## config.mk

```make
export PLATFORM = sky130hd
export DESIGN_NAME = alu_issue_stage
export DESIGN_NICKNAME = d
export VERILOG_FILES = /design/src/rtl/alu_issue_stage.sv
export SDC_FILE = /design/constraint.sdc
export NUM_CORES = 1
export LEC_CHECK = 0
export ABC_AREA = 1
export ABC_CLOCK_PERIOD_IN_PS = 1800
export BUFFER_PORTS_ARGS = -buffer_cell sky130_fd_sc_hd__clkbuf_2
export CAP_MARGIN = 40
export CORE_UTILIZATION = 50
export CTS_CLUSTER_SIZE = 8
export DETAILED_ROUTE_END_ITERATION = 12
export GPL_TIMING_DRIVEN = 0
export MAX_ROUTING_LAYER = met4
export PLACE_DENSITY = 0.77
export SLEW_MARGIN = 20
export SYNTH_ARGS = -nofsm -noshare
export SYNTH_HDL_FRONTEND = slang
export SYNTH_SLANG_ARGS = --single-unit
```

## constraint.sdc

```tcl
create_clock -name clk -period 1.8 [get_ports clk]
set_clock_uncertainty 0.2 [all_clocks]
set_input_delay 0.18 -clock clk [delete_from_list [all_inputs] [get_ports clk]]
set_output_delay 0.18 -clock clk [all_outputs]
set_load 0.02 [all_outputs]
```

## src/rtl/alu_issue_stage.sv

```systemverilog
// ID/EX issue stage in front of the 32-bit ALU.
// Decodes ALUOp/funct into the 4-bit ALU control word. Selects operand B from the register or
// the extended immediate. Holds up to two decoded operations: an output register plus one skid
// entry. in_ready depends only on registered state, so out_ready never reaches it
// combinationally.
// Optional feature: define ALU_ISSUE_FWD_EN to add operand forwarding muxes ahead of the
// immediate mux.
module alu_issue_stage #(
  parameter int unsigned WIDTH = 32,
  parameter int unsigned IMM_W = 16
) (
  input  logic             clk,
  input  logic             rst,
  input  logic             flush,
  input  logic             in_valid,
  output logic             in_ready,
  input  logic [WIDTH-1:0] in_rs,
  input  logic [WIDTH-1:0] in_rt,
  input  logic [IMM_W-1:0] in_imm,
  input  logic             in_alu_src,
  input  logic             in_zero_ext,
  input  logic [1:0]       in_alu_op,
  input  logic [5:0]       in_funct,
`ifdef ALU_ISSUE_FWD_EN
  input  logic [1:0]       fwd_a_sel,
  input  logic [1:0]       fwd_b_sel,
  input  logic [WIDTH-1:0] fwd_exmem,
  input  logic [WIDTH-1:0] fwd_memwb,
`endif
  output logic             out_valid,
  input  logic             out_ready,
  output logic [WIDTH-1:0] out_a,
  output logic [WIDTH-1:0] out_b,
  output logic [3:0]       out_ctl,
  output logic             out_illegal
);

  // Occupancy encoded as {out_valid, skid_valid}; 01 cannot occur.
  typedef enum logic [1:0] {
    StEmpty = 2'b00,
    StOne   = 2'b10,
    StFull  = 2'b11
  } state_e;

  logic             out_valid_q, out_valid_d;
  logic [WIDTH-1:0] out_a_q, out_a_d;
  logic [WIDTH-1:0] out_b_q, out_b_d;
  logic [3:0]       out_ctl_q, out_ctl_d;
  logic             out_ill_q, out_ill_d;

  logic             skid_valid_q, skid_valid_d;
  logic [WIDTH-1:0] skid_a_q, skid_a_d;
  logic [WIDTH-1:0] skid_b_q, skid_b_d;
  logic [3:0]       skid_ctl_q, skid_ctl_d;
  logic             skid_ill_q, skid_ill_d;

  logic             accept;
  logic             emit;
  state_e           state;

  logic [WIDTH-1:0] reg_a;
  logic [WIDTH-1:0] reg_b;
  logic [WIDTH-1:0] ext_imm;
  logic [WIDTH-1:0] dec_a;
  logic [WIDTH-1:0] dec_b;
  logic [3:0]       dec_ctl;
  logic             dec_ill;

  assign in_ready = ~skid_valid_q & ~rst;
  assign accept   = in_valid & in_ready;
  assign emit     = out_valid_q & out_ready;
  assign state    = state_e'({out_valid_q, skid_valid_q});

`ifdef ALU_ISSUE_FWD_EN
  // Forwarding selection on register operands; 11 falls back to the register value.
  always_comb begin
    reg_a = in_rs;
    reg_b = in_rt;
    case (fwd_a_sel)
      2'b01:   reg_a = fwd_exmem;
      2'b10:   reg_a = fwd_memwb;
      default: reg_a = in_rs;
    endcase
    case (fwd_b_sel)
      2'b01:   reg_b = fwd_exmem;
      2'b10:   reg_b = fwd_memwb;
      default: reg_b = in_rt;
    endcase
  end
`else
  assign reg_a = in_rs;
  assign reg_b = in_rt;
`endif

  // Immediate extension and B selection; the immediate wins over any forwarded value.
  always_comb begin
    if (in_zero_ext) begin
      ext_imm = {{(WIDTH-IMM_W){1'b0}}, in_imm};
    end else begin
      ext_imm = {{(WIDTH-IMM_W){in_imm[IMM_W-1]}}, in_imm};
    end
    dec_a = reg_a;
    dec_b = in_alu_src ? ext_imm : reg_b;
  end

  // ALUOp/funct decode into {Ainvert, Binvert, op[1:0]}.
  always_comb begin
    dec_ctl = 4'b0010;
    dec_ill = 1'b0;
    unique case (in_alu_op)
      2'b00: dec_ctl = 4'b0010;
      2'b01: dec_ctl = 4'b0110;
      2'b11: dec_ctl = 4'b0001;
      2'b10: begin
        case (in_funct)
          6'b100000: dec_ctl = 4'b0010;
          6'b100010: dec_ctl = 4'b0110;
          6'b100100: dec_ctl = 4'b0000;
          6'b100101: dec_ctl = 4'b0001;
          6'b101010: dec_ctl = 4'b0111;
          6'b100111: dec_ctl = 4'b1100;
          default: begin
            dec_ctl = 4'b0010;
            dec_ill = 1'b1;
          end
        endcase
      end
      default: dec_ctl = 4'b0010;
    endcase
  end

  // Next-state for output register and skid entry; flush drops everything including this
  // cycle's accept.
  always_comb begin
    out_valid_d  = out_valid_q;
    out_a_d      = out_a_q;
    out_b_d      = out_b_q;
    out_ctl_d    = out_ctl_q;
    out_ill_d    = out_ill_q;
    skid_valid_d = skid_valid_q;
    skid_a_d     = skid_a_q;
    skid_b_d     = skid_b_q;
    skid_ctl_d   = skid_ctl_q;
    skid_ill_d   = skid_ill_q;
    if (flush) begin
      out_valid_d  = 1'b0;
      skid_valid_d = 1'b0;
    end else begin
      case (state)
        StEmpty: begin
          if (accept) begin
            out_valid_d = 1'b1;
            out_a_d     = dec_a;
            out_b_d     = dec_b;
            out_ctl_d   = dec_ctl;
            out_ill_d   = dec_ill;
          end
        end
        StOne: begin
          if (accept && emit) begin
            out_a_d   = dec_a;
            out_b_d   = dec_b;
            out_ctl_d = dec_ctl;
            out_ill_d = dec_ill;
          end else if (accept) begin
            skid_valid_d = 1'b1;
            skid_a_d     = dec_a;
            skid_b_d     = dec_b;
            skid_ctl_d   = dec_ctl;
            skid_ill_d   = dec_ill;
          end else if (emit) begin
            out_valid_d = 1'b0;
          end
        end
        StFull: begin
          if (emit) begin
            skid_valid_d = 1'b0;
            out_a_d      = skid_a_q;
            out_b_d      = skid_b_q;
            out_ctl_d    = skid_ctl_q;
            out_ill_d    = skid_ill_q;
          end
        end
        default: begin
          out_valid_d  = 1'b0;
          skid_valid_d = 1'b0;
        end
      endcase
    end
  end

  // State registers with synchronous reset.
  always_ff @(posedge clk) begin
    if (rst) begin
      out_valid_q  <= 1'b0;
      out_a_q      <= '0;
      out_b_q      <= '0;
      out_ctl_q    <= 4'b0000;
      out_ill_q    <= 1'b0;
      skid_valid_q <= 1'b0;
      skid_a_q     <= '0;
      skid_b_q     <= '0;
      skid_ctl_q   <= 4'b0000;
      skid_ill_q   <= 1'b0;
    end else begin
      out_valid_q  <= out_valid_d;
      out_a_q      <= out_a_d;
      out_b_q      <= out_b_d;
      out_ctl_q    <= out_ctl_d;
      out_ill_q    <= out_ill_d;
      skid_valid_q <= skid_valid_d;
      skid_a_q     <= skid_a_d;
      skid_b_q     <= skid_b_d;
      skid_ctl_q   <= skid_ctl_d;
      skid_ill_q   <= skid_ill_d;
    end
  end

  assign out_valid   = out_valid_q;
  assign out_a       = out_a_q;
  assign out_b       = out_b_q;
  assign out_ctl     = out_ctl_q;
  assign out_illegal = out_ill_q;

endmodule

```

# ---- Word level (Yosys, flattened, before mapping)
# Cells that the tools add are included.
dict set report op_classes {
  n_reduce_logical 10
  eq_ne 18
  bitwise 9
  mux 29
}
# cell count
set ops {}
lappend ops {{32-bit two-way mux} 8}
lappend ops {{32-bit one-hot mux with 3 select lines} 2}
lappend ops {{6-bit == test (second input constant)} 6}
lappend ops {{4-bit one-hot mux with 5 select lines} 1}
lappend ops {{4-bit one-hot mux with 4 select lines} 1}
lappend ops {{2-bit inequality test (second input constant)} 7}
lappend ops {{4-bit two-way mux} 3}
lappend ops {{4-bit one-hot mux with 3 select lines} 1}
lappend ops {{1-bit two-way mux} 10}
lappend ops {{5-bit AND reduction} 2}
lappend ops {{1-bit one-hot mux with 3 select lines} 3}
lappend ops {{2-bit == test (second input constant)} 4}
lappend ops {{4-bit AND reduction} 2}
lappend ops {{1-bit NOT} 6}
lappend ops {{6-bit OR reduction} 1}
lappend ops {{2-bit logical NOT} 2}
lappend ops {{1-bit AND} 3}
lappend ops {{3-bit nonzero test} 1}
lappend ops {{2-bit by 1-bit == test with 1-bit output (second input constant)} 1}
lappend ops {{2-bit OR reduction} 1}
lappend ops {{1-bit logical AND} 1}
dict set report totals {
  output_inout_bits 71
  reg_bits 140
  wordCells 76
  in_bits 95
}

# ---- Logic depth before layout (Yosys ltp)
dict set report depth {
  depth_word 6
  depth_mapped 10
  depth_no_buf 9
}

# ---- Worst setup path before layout
# Ideal clock, no wire load.
dict set report synth_timing {
  path_type {register to register}
  start {reg skid_valid_q}
  end {reg skid_a_q[10]}
  arrival_ps 1445
  path_slack_ps 36
  setup_ps 119
  path_buffers 2
  required_time_ps 1481
  path_stages_with_launch 11
  cell_sequence {dfxtp_1 -> nor2_4 -> nand2_2 -> nor2_4 -> nand2_2 -> nor2_4 -> inv_2 -> buf_6 -> buf_2 -> o21ai_1 -> a21oi_1}
}
dict set report synth_between {
  elab_chain_cells 6
}
# element line
set synth_lines {}
lappend synth_lines {{start, declared} 51} ;# logic skid_valid_q, skid_valid_d;
lappend synth_lines {{start signal, assigned} 211} ;# skid_valid_q <= skid_valid_d;
lappend synth_lines {{1-bit NOT *} 69} ;# assign in_ready = ~skid_valid_q & ~rst;
lappend synth_lines {{1-bit AND *} 69}
lappend synth_lines {{net in_ready} 16} ;# output logic in_ready,
lappend synth_lines {{1-bit AND *} 70} ;# assign accept = in_valid & in_ready;
lappend synth_lines {{1-bit logical AND} 160} ;# if (accept && emit) begin
lappend synth_lines {{1-bit NOT (no source line)} --}
lappend synth_lines {{4-bit AND reduction (no source line) *} --}
lappend synth_lines {{end signal, assigned} 212} ;# skid_a_q <= skid_a_d;
lappend synth_lines {{end, declared} 52} ;# logic [WIDTH-1:0] skid_a_q, skid_a_d;
# The timed path passes the listed nets; every way through them passes the cells marked *.
# A chain may end at the register's enable or synchronous reset.

# ---- Final worst setup path
dict set report layout_timing {
  start {reg skid_valid_q}
  end {reg out_a_q[6] (netlist: out_a[6])}
}
dict set report layout_between {
  elab_chain_cells 6
}
# element line
set layout_lines {}
lappend layout_lines {{1-bit NOT} 69}
lappend layout_lines {{1-bit AND} 69}
lappend layout_lines {{1-bit AND} 70}
lappend layout_lines {{1-bit logical AND} 160}
lappend layout_lines {{2-bit inequality test (no source line)} --}
lappend layout_lines {{5-bit AND reduction (no source line)} --}
lappend layout_lines {{end signal, assigned} 207} ;# out_a_q <= out_a_d;
lappend layout_lines {{end, declared} 46} ;# logic [WIDTH-1:0] out_a_q, out_a_d;
# Several ways; a longest one is shown, not always the timed one.

==> results.yml <==
critical_path:
  worstSetupStartpointType: "flip-flop"
  crit_type: "reg -> reg"
  critPathCaptureType: "flip-flop"
  required_ps: 1950
  critPathMaxFanout: 8
  arrival_ps: 1980
power_and_ir_drop:
  swShare: 0.247
  p_comb_frac: 0.128
  vdd_ir_drop_max_mv: 0.551
  intPower_mw: 5.97
  seq_power_share: 0.411
  switching_power_mw: 1.96
  leakage_nw: 4.08
  clockPowerShare: 0.461
  powerDensity_mw_per_mm2: 903
  finalPower_mw: 7.93
sta:
  fin_ws_ps: -30.0
  period_share: 1.02
  slew_headroom: 0.553
  finalHoldViolCount: 2
  min_period_ps: 1830
  setup_viol: 6
  tightest_slew_ps: 670
  hold_ws_ps: -21.0
  slew_violations: 0
  tns_ps: -76.4
  timing.fmax_mhz: 546
  grt_setup_unrepaired: "true"
synth:
  synth_warnings: 0
  ys_ff_latch: 140
  postSynthCellCount: 864
  avgSynthCellArea_um2: 7.09
  synth_fp_nets: 959
  synth-seq-area-share: 0.457
  ys_types: 23
  syn_area_mm2: 0.00613
final_layout:
  n_antenna_cell: 0
  syn_to_final_growth_pct: 43.3
  design_area_mm2: 0.00878
  final_util: 0.734
  drive_gt1_frac: 0.270
  nets: 1202
  multi_input_area_mm2: 0.00294
  seq_area_mm2: 0.00281
  nFillCells: 919
  final-instance-count-excl-fill: 1265
drt:
  antenna_left: 0
  drcViolationCount: 0
  num_vias: 6644
  drtPass1Iterations: 5
  via_per_inst: 5.25
  drt_iter0_markers: 558
  drt_wl_total_um: 18500
  wl_per_cell_um: 14.6
global_routing:
  overflow: 0
  grt_util_met3: 0.0530
  grt_util_met1: 0.340
  antenna_found_initial: 0
  grt_max_degree: 17
  grt.total_usage: 0.289
  met2_usage: 0.488
  busiest_layer: "met2"
  grt_pass1_wl_um: 28500
  first_global_vias: 6186
cts:
  clockRootBuffer: "clkbuf_16"
  htreeDepth: 4
  clk_pin_slew_ps: 60
  cts_tree: "built"
  clk_latency_ps: 420
  cts_buffers: 17
  cts_buffer_depth: 2
  clock_sinks: 140
die:
  ioPinCount: 166
  placementRows: 40
  die_h_um: 113
  coreArea_mm2: 0.0120
  dieArea_mm2: 0.0127
  die_w_um: 113
  start_util: 0.512
placed_design:
  post-place-ws_ps: -196
  gp_congestion: 0.886
  placed_cells: 1175
  dpl_cell_area_mm2: 0.00713
  dpl.hpwl_um: 11400
  io_buffers: 164
outcome:
  violations: "negative hold slack, negative setup slack"
  outcome: "finished with violations"
flow_run:
  maxCapViolations: 0
worst_hold_path:
  hold_class: "in -> reg"
## area by class of cell
type                       instances  area share
timing repair buffer             223       0.164
buffer                            62      0.0520
inverter                          90      0.0387
tap                              147      0.0209
sequential                       140       0.320
multi-input combinational        573       0.334
clock inverter                    10      0.0191
clock buffer                      20      0.0509
## worst paths after layout
check | from | end | slack (ps) | cells after the start
worst max-delay path | skid_valid_q | out_a[6] | -30 | 9
worst min-delay path | in_rt[27] | skid_b_q[27] | -20 | 5
worst max register to register | skid_valid_q | out_a[6] | -30 | 9
worst min register to register | skid_a_q[4] | skid_a_q[4] | 250 | 2
## flip-flops by register name, indices dropped and copies added, names as in the netlist
register / flops
skid_a_q: 32
out_ctl: 4
out_a: 32
out_illegal: 1
skid_b_q: 32
out_valid: 1
out_b: 32
skid_valid_q: 1
skid_ctl_q: 4
skid_ill_q: 1
## routing by layer
layer,share of wire,routed length (µm)
met5,0,0
met4,0.020,379
met3,0.056,1040
met2,0.50,9240
met1,0.42,7860
## cell usage in the layout, fill, tap and decap left out, drive strengths merged
cell type    Yosys  final
a21oi           77     77
and3             1      1
buf             27     38
bufinv           0      4
clkbuf          35    222
clkinv           0      5
clkinvlp         0      1
dfxtp          140    140
dlygate4sd3      0     45
inv             90     90
mux2i           15     15
nand2           96     96
nand3           12     13
nand4            1      1
nor2           152    152
o21a            15     15
o21ai          201    201
or2              2      2
## timing repair
action,in CTS,in global routing
hold buffers,45,0
cloned,1,5
gates resized for setup,22,138
pin swaps,3,10
setup buffers,4,5
hold endpoints to repair,78,0
endpoints found under the setup margin,121,133
## power groups by stage
stage               logic [mW]  registers (mW)  clock network, mW
floorplan                0.379            3.44                  0
global placement         0.807            3.32                  0
detailed placement       0.816            3.32                  0
CTS                      0.914            3.26               3.67
global route              1.11            3.27               3.80
finish                    1.02            3.26               3.66
## synth_stat cells (all sizes together)
| master | count | area share |
|---|---|---|
| nor2 | 152 | 0.097 |
| nand2 | 96 | 0.060 |
| o21ai | 201 | 0.16 |
| dfxtp | 140 | 0.46 |
| nand3 | 12 | 0.011 |
| nand4 | 1 | 0.0010 |
| inv | 90 | 0.055 |
| clkbuf | 35 | 0.021 |
| buf | 27 | 0.025 |
| mux2i | 15 | 0.024 |
| and3 | 1 | 0.0010 |
| or2 | 2 | 0.0020 |
| a21oi | 77 | 0.063 |
| o21a | 15 | 0.018 |
## cells by family after synthesis
| group | synth area share |
|---|---|
| buffers and inverters | 0.101 |
| AOI/OAI and AO/OA | 0.245 |
| DFF | 0.457 |
| and+or+nand+nor | 0.171 |
| muxes | 0.0245 |
## worst max-delay path: stages, from the launching register on
cell and delay, ps:
dfxtp_4 370, nor2_4 120, nand2_4 80, nor2_4 140, nand2_4 90, a21oi_4 210
buf_12 190, clkbuf_16 160, o21ai_1 60, nor2_1 130
No activity file was read; power rests on OpenSTA's default activity.
